--- config.mk ---
export PLATFORM = sky130hd
export DESIGN_NAME = seg_scan_display_flat
export DESIGN_NICKNAME = d
export VERILOG_FILES = /design/src/rtl/seg_scan_if.sv /design/src/rtl/seg_scan_display.sv /design/src/flat_wrapper.sv
export SDC_FILE = /design/constraint.sdc
export NUM_CORES = 1
export LEC_CHECK = 0
export CAP_MARGIN = 20
export CORE_AREA = 2 2 131 133
export DETAILED_ROUTE_END_ITERATION = 6
export DIE_AREA = 0 0 133 135
export MAX_ROUTING_LAYER = met4
export PLACE_DENSITY = 0.74
export SETUP_SLACK_MARGIN = 0.05
export SYNTH_ARGS = -nofsm -noshare
export SYNTH_HDL_FRONTEND = slang
export SYNTH_SLANG_ARGS = --single-unit
--- constraint.sdc ---
create_clock -name clock -period 3.5 [get_ports clock]
set_clock_uncertainty 0.1 [all_clocks]
set_input_delay 0.7 -clock clock [delete_from_list [all_inputs] [get_ports clock]]
set_output_delay 0.7 -clock clock [all_outputs]
set_load 0.005 [all_outputs]
--- src/rtl/seg_scan_if.sv ---
// Frame-load and display bus between the game FSM (master) and the digit/bar scanner (slave).
interface seg_scan_if #(
    parameter int N_DIGITS  = 8,
    parameter int N_BARS    = 2,
    parameter int BAR_WIDTH = 8
);
    logic                          load;
    logic [4*N_DIGITS-1:0]         char_in;
    logic [N_DIGITS-1:0]           dp_in;
    logic [N_DIGITS-1:0]           en_in;
    logic [N_DIGITS-1:0]           blink_in;
    logic [4*N_BARS-1:0]           bar_value;
    logic [N_DIGITS-1:0]           AN;
    logic [7:0]                    DDP;
    logic [N_BARS*BAR_WIDTH-1:0]   LED;
    logic                          frame_done;

    modport master (
        output load, char_in, dp_in, en_in, blink_in, bar_value,
        input  AN, DDP, LED, frame_done
    );
    modport slave (
        input  load, char_in, dp_in, en_in, blink_in, bar_value,
        output AN, DDP, LED, frame_done
    );
endinterface

--- src/rtl/seg_scan_display.sv ---
// Multiplexed 7-segment scanner with double-buffered frames, per-digit blink and
// thermometer score bars; single clock, dwell counter instead of a derived scan clock.
module seg_scan_display #(
    parameter int N_DIGITS     = 8,
    parameter int SCAN_DIV     = 50000,
    parameter int BLINK_FRAMES = 125,
    parameter int N_BARS       = 2,
    parameter int BAR_WIDTH    = 8
) (
    input  logic      clock,
    input  logic      reset,
    seg_scan_if.slave bus
);
    localparam int IDX_W = (N_DIGITS > 1) ? $clog2(N_DIGITS) : 1;
    localparam int DWL_W = $clog2(SCAN_DIV);
    localparam int FRM_W = (BLINK_FRAMES > 1) ? $clog2(BLINK_FRAMES) : 1;
    localparam int FW    = 7 * N_DIGITS;
    localparam int LW    = N_BARS * BAR_WIDTH;
    localparam logic [IDX_W-1:0] IDX_LAST = IDX_W'(N_DIGITS - 1);
    localparam logic [DWL_W-1:0] DWL_LAST = DWL_W'(SCAN_DIV - 1);
    localparam logic [FRM_W-1:0] FRM_LAST = FRM_W'(BLINK_FRAMES - 1);

    function automatic logic [6:0] glyph(input logic [3:0] c);
        logic [6:0] g;
        case (c)
            4'h0: g = 7'b0000001;
            4'h1: g = 7'b1001111;
            4'h2: g = 7'b0010010;
            4'h3: g = 7'b0000110;
            4'h4: g = 7'b1001100;
            4'h5: g = 7'b0100001;
            4'h6: g = 7'b0000011;
            4'h7: g = 7'b1110001;
            4'h8: g = 7'b1000100;
            4'h9: g = 7'b0011000;
            4'hA: g = 7'b0001000;
            4'hB: g = 7'b1100000;
            4'hC: g = 7'b0100100;
            4'hD: g = 7'b1110000;
            4'hE: g = 7'b0110000;
            4'hF: g = 7'b1000001;
        endcase
        return g;
    endfunction

    // Bit i lights when i >= BAR_WIDTH - min(v, BAR_WIDTH): fills from the MSB down.
    function automatic logic [BAR_WIDTH-1:0] bar_fill(input logic [3:0] v);
        logic [BAR_WIDTH-1:0] r;
        r = '0;
        for (int i = 0; i < BAR_WIDTH; i++)
            if ((32'(v) + 32'(i)) >= 32'(BAR_WIDTH)) r[i] = 1'b1;
        return r;
    endfunction

    // Frame layout: {blink, en, dp, char}
    logic [FW-1:0]       sh_q, sh_d, ac_q, ac_d, in_frame;
    logic                pend_q, pend_d, started_q, started_d, phase_q, phase_d;
    logic [DWL_W-1:0]    dwell_q, dwell_d;
    logic [IDX_W-1:0]    idx_q, idx_d;
    logic [FRM_W-1:0]    frm_q, frm_d;
    logic [N_DIGITS-1:0] an_q, an_d;
    logic [7:0]          ddp_q, ddp_d;
    logic [LW-1:0]       led_q, led_d;
    logic                fd_q, fd_d;
    logic                term, bnd, lit;
    int unsigned         k;

    assign in_frame = {bus.blink_in, bus.en_in, bus.dp_in, bus.char_in};

    always_comb begin
        sh_d      = sh_q;
        ac_d      = ac_q;
        pend_d    = pend_q;
        started_d = started_q;
        phase_d   = phase_q;
        frm_d     = frm_q;
        idx_d     = idx_q;
        an_d      = an_q;
        ddp_d     = ddp_q;
        lit       = 1'b0;
        k         = 0;

        term    = (dwell_q == DWL_LAST);
        dwell_d = term ? '0 : dwell_q + DWL_W'(1);
        // The very first terminal count lands on digit 0 rather than advancing past it.
        bnd       = term && (!started_q || idx_q == IDX_LAST);
        fd_d      = bnd && started_q;
        started_d = started_q | term;

        if (bus.load) begin
            sh_d   = in_frame;
            pend_d = 1'b1;
        end
        if (bnd) begin
            if (bus.load)   ac_d = in_frame;
            else if (pend_q) ac_d = sh_q;
            pend_d = 1'b0;
            if (frm_q == FRM_LAST) begin
                frm_d   = '0;
                phase_d = ~phase_q;
            end else begin
                frm_d = frm_q + FRM_W'(1);
            end
        end

        if (term) begin
            idx_d = bnd ? '0 : idx_q + IDX_W'(1);
            k     = 32'(idx_d);
            lit   = ac_d[5*N_DIGITS + k] && !(ac_d[6*N_DIGITS + k] && phase_d);
            an_d  = lit ? ~(N_DIGITS'(1) << idx_d) : '1;
            ddp_d = lit ? {glyph(ac_d[4*k +: 4]), ~ac_d[4*N_DIGITS + k]} : 8'hFF;
        end

        for (int b = 0; b < N_BARS; b++)
            led_d[b*BAR_WIDTH +: BAR_WIDTH] = bar_fill(bus.bar_value[4*b +: 4]);
    end

    always_ff @(posedge clock) begin
        if (!reset) begin
            sh_q      <= '0;
            ac_q      <= '0;
            pend_q    <= 1'b0;
            started_q <= 1'b0;
            phase_q   <= 1'b0;
            frm_q     <= '0;
            dwell_q   <= '0;
            idx_q     <= '0;
            an_q      <= '1;
            ddp_q     <= 8'hFF;
            led_q     <= '0;
            fd_q      <= 1'b0;
        end else begin
            sh_q      <= sh_d;
            ac_q      <= ac_d;
            pend_q    <= pend_d;
            started_q <= started_d;
            phase_q   <= phase_d;
            frm_q     <= frm_d;
            dwell_q   <= dwell_d;
            idx_q     <= idx_d;
            an_q      <= an_d;
            ddp_q     <= ddp_d;
            led_q     <= led_d;
            fd_q      <= fd_d;
        end
    end

    assign bus.AN         = an_q;
    assign bus.DDP        = ddp_q;
    assign bus.LED        = led_q;
    assign bus.frame_done = fd_q;
endmodule

--- src/flat_wrapper.sv ---
// flat-port wrapper written by rule: the top's interface ports become plain ports
module seg_scan_display_flat 
#(
    parameter int N_DIGITS     = 8,
    parameter int SCAN_DIV     = 50000,
    parameter int BLINK_FRAMES = 125,
    parameter int N_BARS       = 2,
    parameter int BAR_WIDTH    = 8
)
  (clock, reset, bus_load, bus_char_in, bus_dp_in, bus_en_in, bus_blink_in, bus_bar_value, bus_AN, bus_DDP, bus_LED, bus_frame_done);
  seg_scan_if #(.N_DIGITS(N_DIGITS), .N_BARS(N_BARS), .BAR_WIDTH(BAR_WIDTH)) bus_i ();
  input  logic clock;
  input  logic reset;
  input wire logic [$bits(bus_i.load)-1:0] bus_load;
  input wire logic [$bits(bus_i.char_in)-1:0] bus_char_in;
  input wire logic [$bits(bus_i.dp_in)-1:0] bus_dp_in;
  input wire logic [$bits(bus_i.en_in)-1:0] bus_en_in;
  input wire logic [$bits(bus_i.blink_in)-1:0] bus_blink_in;
  input wire logic [$bits(bus_i.bar_value)-1:0] bus_bar_value;
  output wire logic [$bits(bus_i.AN)-1:0] bus_AN;
  output wire logic [$bits(bus_i.DDP)-1:0] bus_DDP;
  output wire logic [$bits(bus_i.LED)-1:0] bus_LED;
  output wire logic [$bits(bus_i.frame_done)-1:0] bus_frame_done;
  assign bus_i.load = bus_load;
  assign bus_i.char_in = bus_char_in;
  assign bus_i.dp_in = bus_dp_in;
  assign bus_i.en_in = bus_en_in;
  assign bus_i.blink_in = bus_blink_in;
  assign bus_i.bar_value = bus_bar_value;
  assign bus_AN = bus_i.AN;
  assign bus_DDP = bus_i.DDP;
  assign bus_LED = bus_i.LED;
  assign bus_frame_done = bus_i.frame_done;
  seg_scan_display #(.N_DIGITS(N_DIGITS), .SCAN_DIV(SCAN_DIV), .BLINK_FRAMES(BLINK_FRAMES), .N_BARS(N_BARS), .BAR_WIDTH(BAR_WIDTH)) u_core (.clock(clock), .reset(reset), .bus(bus_i));
endmodule
Word level (Yosys, flattened, before mapping)

Memories as Yosys holds them, arrays and structs flattened.
Index checks and enable logic that the tools add are counted.

Bits in registers: 174
Bits in latches: 0
Memory bits (writable): 0
Bits in read-only memories: 112
Input bits: 67
Output and inout port bits: 33
Logic and storage cells: 102
Memories kept: 1

Memories:

| name             | depth | bits a word | read ports | clocked after memory_dff | write ports | RTL line               | RTL |
|---|---|---|---|---|---|---|---|
| (name not given) | 16    | 7           | 1          | 0                        | 0           | seg_scan_display.sv:25 | `case (c)` |

Add/sub/neg operators: 20
Multiply operators: 0
Div/mod/pow operators: 0
Order comparisons: 19
Eq/ne operators: 3
Shift-type cells: 2
Multiplexer cells: 31
Bitwise operators: 5
Reductions and logical operators: 9

Operator list:

| cell                                                               | number |
|---|---|
| greater-or-equal comparator 32 x 4 -> 1 bit, second input constant | 14 |
| 2-to-1 mux 56 bit                                                  | 3 |
| less-than comparator 32 x 7 -> 1 bit, second input constant        | 3 |
| indexed part select 56 x 6 -> 4 bit                                | 1 |
| adder 4 x 3 -> 5 bit, second input constant                        | 8 |
| adder 6 x 3 -> 7 bit, first input constant                         | 3 |
| 2-to-1 mux 1 bit                                                   | 21 |
| adder 4 x 2 -> 5 bit, second input constant                        | 4 |
| binary-select mux 1 bit (select 6 bit)                             | 3 |
| adder 16 x 1 -> 16 bit, second input constant                      | 1 |
| == test 16 bit, second input constant                              | 1 |
| 2-to-1 mux 8 bit                                                   | 2 |
| adder 4 x 1 -> 5 bit, second input constant                        | 2 |
| greater-or-equal comparator 4 bit, second input constant           | 2 |
| inverter 8 bit                                                     | 1 |
| left shift 1 x 3 -> 8 bit, first input constant                    | 1 |
| adder 7 x 1 -> 7 bit, second input constant                        | 1 |
| == test 7 bit, second input constant                               | 1 |
| 2-to-1 mux 7 bit                                                   | 1 |
| logical AND 1 bit                                                  | 4 |
| OR reduction 2 bit                                                 | 2 |
| adder 3 x 1 -> 3 bit, second input constant                        | 1 |
| == test 3 bit, second input constant                               | 1 |
| 2-to-1 mux 3 bit                                                   | 1 |
| 4 further kinds                                                    | 7 |

Logic depth before layout (Yosys ltp)

Depth after elaboration: 11
Mapped depth: 17
Gate-level depth less buffers: 15

Worst setup path after synthesis

OpenSTA, ideal clock, no wires.

Kind: register to register
From: reg u_core.idx_q[0]
To: reg u_core.ddp_q[7], in the netlist u_core.bus.DDP[7]
Setup time: 142 ps
Arrival time: 3377 ps
Data required time: 3258 ps
Path slack: -119 ps
Stages on the path, launching flop included: 13
Buffers on the path: 3
Clock period less this slack: 3619 ps
Cell sequence: dfxtp_1 ha_1 clkbuf_1 clkbuf_1 buf_1 nand3_1 or3_1 a31oi_2 inv_1 ha_1 or3_1 a21boi_1 a311oi_1

Longest elaborated chain between the ends: 11
Elaborated cells between the ends (all ways): 19
Those cells by class: 3 x add/sub; 1 x eq/ne; 1 x shift; 8 x mux; 5 x reduce/logical; 1 x memory

RTL lines:

| what                                                                          | RTL line                | RTL |
|---|---|---|
| start: declaration                                                            | seg_scan_display.sv:59  | `logic [IDX_W-1:0] idx_q, idx_d;` |
| start signal: assignment                                                      | seg_scan_display.sv:140 | `idx_q <= idx_d;` |
| parallel branches: the longest is 10 deep, another holds adder 6 x 3 -> 7 bit | -                       |  |
| 2-to-1 mux 8 bit *                                                            | seg_scan_display.sv:111 | `ddp_d = lit ? {glyph(ac_d[4*k +: 4]), ~ac_d[4*N_DIGITS + k]} : 8'hFF;` |
| end signal: assignment                                                        | seg_scan_display.sv:142 | `ddp_q <= ddp_d;` |
| end: declaration                                                              | seg_scan_display.sv:62  | `logic [7:0] ddp_q, ddp_d;` |

Every way passes the cells marked *. The select of a mux whose other input is x is not followed.
A chain may end at the register's enable or synchronous reset.

Worst setup path in the final report

From: reg u_core.dwell_q[7]
To: reg u_core.ddp_q[1], in the netlist u_core.bus.DDP[1]

Longest elaborated chain between the ends: 10
Elaborated cells between the ends (all ways): 17
Those cells by class: 2 x add/sub; 1 x eq/ne; 1 x shift; 8 x mux; 4 x reduce/logical; 1 x memory

RTL lines:

| what                                   | RTL line                | RTL |
|---|---|---|
| start: declaration                     | seg_scan_display.sv:58  | `logic [DWL_W-1:0] dwell_q, dwell_d;` |
| start signal: assignment               | seg_scan_display.sv:139 | `dwell_q <= dwell_d;` |
| == test 16 bit *                       | seg_scan_display.sv:83  | `term = (dwell_q == DWL_LAST);` |
| logical AND 1 bit                      | seg_scan_display.sv:86  | `bnd = term && (!started_q \|\| idx_q == IDX_LAST);` |
| 2-to-1 mux 3 bit                       | seg_scan_display.sv:107 | `idx_d = bnd ? '0 : idx_q + IDX_W'(1);` |
| adder 6 x 3 -> 7 bit                   | seg_scan_display.sv:109 | `lit = ac_d[5*N_DIGITS + k] && !(ac_d[6*N_DIGITS + k] && phase_d);` |
| binary-select mux 1 bit (select 6 bit) | seg_scan_display.sv:109 |  |
| 2-to-1 mux 1 bit (implied by the code) | seg_scan_display.sv:109 |  |
| logical AND 1 bit                      | seg_scan_display.sv:109 |  |
| logical NOT 1 bit                      | seg_scan_display.sv:109 |  |
| logical AND 1 bit                      | seg_scan_display.sv:109 |  |
| 2-to-1 mux 8 bit                       | seg_scan_display.sv:111 |  |

Every way passes the cells marked *; elsewhere a longest branch is shown, timed or not. The select of a mux whose other input is x is not followed.

==> flow_summary.json <==
{
  "min_from": "u_core.dwell_q[0]",
  "cpPeakStageDelay_ps": 620,
  "syn_area_sq_um": 8090,
  "drt_iter0_markers": 656,
  "cellPowerDensity_nw_per_um2": 419,
  "wl_per_cell_um": 15.9,
  "maxSlewViolCount": 0,
  "first_pass_iters": 5,
  "final_nets": 1152,
  "cts_tree": "done",
  "setup.worst_path.start": "u_core.dwell_q[7]",
  "outcome": "completed",
  "cts_htree_levels": 4,
  "finalCriticalPeriod_ps": 3290,
  "fin_area_sq_um": 10100,
  "via_count": 7128,
  "final_util_pct": 61.3,
  "dp_hpwl_um": 14200,
  "async_flop_share_pct": 0,
  "arrival_ps": 3510,
  "cts_buffer_depth": 2,
  "antenna_cells": 0,
  "use_met1_pct": 31.2,
  "clk_pin_slew_ps": 70,
  "gp_congestion": 0.896,
  "avgViaCountPerCell": 5.51,
  "hold_viol": 0,
  "drive_above_1_share_pct": 9.88,
  "slowest_stage": "or4_1",
  "coreArea_sq_um": 16400,
  "grt_antenna_before_repair": 0,
  "io_pins": 100,
  "fmax_mhz": 304,
  "syn_inst": 962,
  "tightest_slew_ps": 845,
  "port_buffers": 99,
  "drc": 0,
  "yosys_most_used_dff": "dfxtp_1",
  "grt_use_met2_pct": 36.6,
  "clkSinkCount": 174,
  "path_max_fanout": 6,
  "critical_path_required_ps": 3730,
  "hold_path_class": "flip-flop to flip-flop",
  "worst_r2r_path_depth": 9,
  "synth_edf_count": 0,
  "critPathCaptureType": "flip-flop",
  "relSlewSlack_pct": 43.7,
  "rsz0062_at_grt": "false",
  "ant_nets": 0,
  "p_leak_nw": 3.94,
  "fin_crit_sh_pct": 93.9,
  "grt_pass1_vias": 6783,
  "synth-seq-area-share_pct": 43.1,
  "grt_usage_pct": 24.0,
  "r2r-start": "u_core.dwell_q[7]",
  "r2r_end": "u_core.bus.DDP[1]",
  "yosysWarnings": 0,
  "die_area_sq_um": 18000,
  "overflow": 0,
  "endpoint": "u_core.bus.DDP[1]",
  "synth.distinct_cells": 69,
  "gr-usage-met3_pct": 5.07,
  "grt.busiest_layer": "met2",
  "start_util_pct": 49.3,
  "placed_cell_area_sq_um": 9450,
  "avgSynthCellArea_sq_um": 8.41,
  "syn_nets": 1053,
  "critPathLaunchType": "flip-flop",
  "tns_ps": 0,
  "cts_buffers": 17,
  "grt_pass1_wl_um": 33600,
  "fp.dieH_um": 135,
  "setup_viol": 0,
  "area_delta_synth_final_pct": 24.4,
  "criticalPathCategory": "flip-flop to flip-flop",
  "max-vdd-ir-drop_v": 0.000363,
  "wl_um": 20600,
  "clk_latency_ps": 430,
  "drv_cap": 0,
  "worst_hold_path.num_cells": 1,
  "rows": 47,
  "crit_path_cell_trace": "nor4b_2 -> nand3_1 -> or4_1 -> xor2_1 -> a211oi_1 -> o41a_1 -> a21oi_1 -> nor2_1 -> a311o_1",
  "die_x_um": 133,
  "grt_max_degree": 78,
  "ff2ff_setup_slack_ps": 210,
  "cts_root_buf": "clkbuf_16",
  "ys_seq_elements": 174
}
-- flip-flops by register name, indices dropped and copies added, names as in the netlist --
name and flops:
u_core.ac_q 56, u_core.sh_q 56, u_core.bus.LED 16, u_core.dwell_q 16, u_core.bus.AN 8, u_core.bus.DDP 8
u_core.frm_q 7, u_core.idx_q 3, u_core.bus.frame_done 1, u_core.pend_q 1, u_core.phase_q 1, u_core.started_q 1
-- repair_timing --
item	CTS	global route
resized for setup	0	9
buffers inserted	0	1
endpoints found under the setup margin	0	7
hold buffers	0	0
-- cells in the final DEF (no fill, tap or decap), types with 5 or more instances in the layout --
master,instances
nand4_1,5
clkbuf_16,17
nor2_1,210
buf_4,45
nand3_1,22
a211oi_1,23
mux2i_1,59
xnor2_1,9
nand2_1,33
dfxtp_1,173
nor2b_1,5
o21ai_0,31
mux2_2,9
xor2_1,13
and3_1,10
a21oi_1,70
nor3_1,55
o22a_1,5
clkdlybuf4s50_1,98
and2_1,12
inv_1,24
ha_1,24
or3_1,5
a31oi_1,10
o22ai_1,15
-- how the worst min path moves through the flow --
stage                        endpoint
floorplan           u_core.dwell_q[0]
global placement    u_core.dwell_q[0]
detailed placement  u_core.dwell_q[0]
CTS                 u_core.dwell_q[0]
global route        u_core.dwell_q[0]
finish              u_core.dwell_q[0]
-- through the flow --
stage | std cells | hold WS, ps | power [mW] | worst slack, ps
finish | 1293 | 343 | 4.22 | 215
global placement | 1261 | 321 | 2.45 | 98.1
detailed placement | 1261 | 330 | 2.46 | 106
CTS | 1292 | 338 | 4.24 | 158
global route | 1293 | 374 | 4.36 | 54.0
floorplan | 962 | 313 | 2.29 | 98.5
-- area by class of cell --
type	count	area, sq um
tap	220	275
multi-input combinational	700	4330
timing repair buffer	143	1320
fill	1429	6350
sequential	174	3480
clock inverter	9	87.6
inverter	25	95.1
clock buffer	22	464
-- synthesized netlist by cell type (6+ instances only) --
| library cell | instances | area [sq um] |
|---|---|---|
| nor2_1 | 211 | 792 |
| nand2_1 | 33 | 124 |
| mux2_2 | 9 | 101 |
| mux2i_1 | 60 | 601 |
| clkbuf_1 | 41 | 154 |
| a31oi_1 | 11 | 68.8 |
| dfxtp_1 | 174 | 3480 |
| and3_1 | 10 | 62.6 |
| a211oi_1 | 23 | 173 |
| and2_1 | 12 | 75.1 |
| a21oi_1 | 70 | 350 |
| o22ai_1 | 17 | 106 |
| inv_1 | 24 | 90.1 |
| nor3_1 | 55 | 275 |
| ha_1 | 24 | 300 |
| buf_2 | 6 | 30.0 |
| nand3_1 | 23 | 115 |
| buf_1 | 16 | 60.1 |
| xor2_1 | 13 | 114 |
| xnor2_1 | 9 | 78.8 |
| o21ai_0 | 31 | 155 |
-- routing by layer --
metal  share of wire, %  routed length (um)
met5                  0                   0
met4                2.1                 442
met3                5.8                1190
met2                 46                9440
met1                 46                9500
-- power by group --
group	switching [mW]	total [mW]	leakage, nW	internal (mW)
Clock	0.783	1.80	0.259	1.01
Sequential	0.0280	2.06	1.42	2.04
Combinational	0.178	0.355	2.27	0.177
-- logic make-up (layout without fill, tap and decap cells) --
| kind of cell | count (synthesis) | after routing | synth area share [%] |
|---|---|---|---|
| flops | 174 | 174 | 43.1 |
| mux | 72 | 72 | 9.24 |
| simple gates | 383 | 383 | 21.8 |
| buf+inv | 88 | 199 | 4.18 |
| xor+xnor | 22 | 22 | 2.38 |
| compound gates | 199 | 199 | 15.6 |
| fa+ha+maj | 24 | 24 | 3.71 |
-- critical path: cells and delay by family, from the launching register on --
kind	cells	cell delay, ps
flops	1	340
compound gates	4	1050
xor+xnor	1	320
simple gates	4	1370
Power figures use the tool's default switching activity.
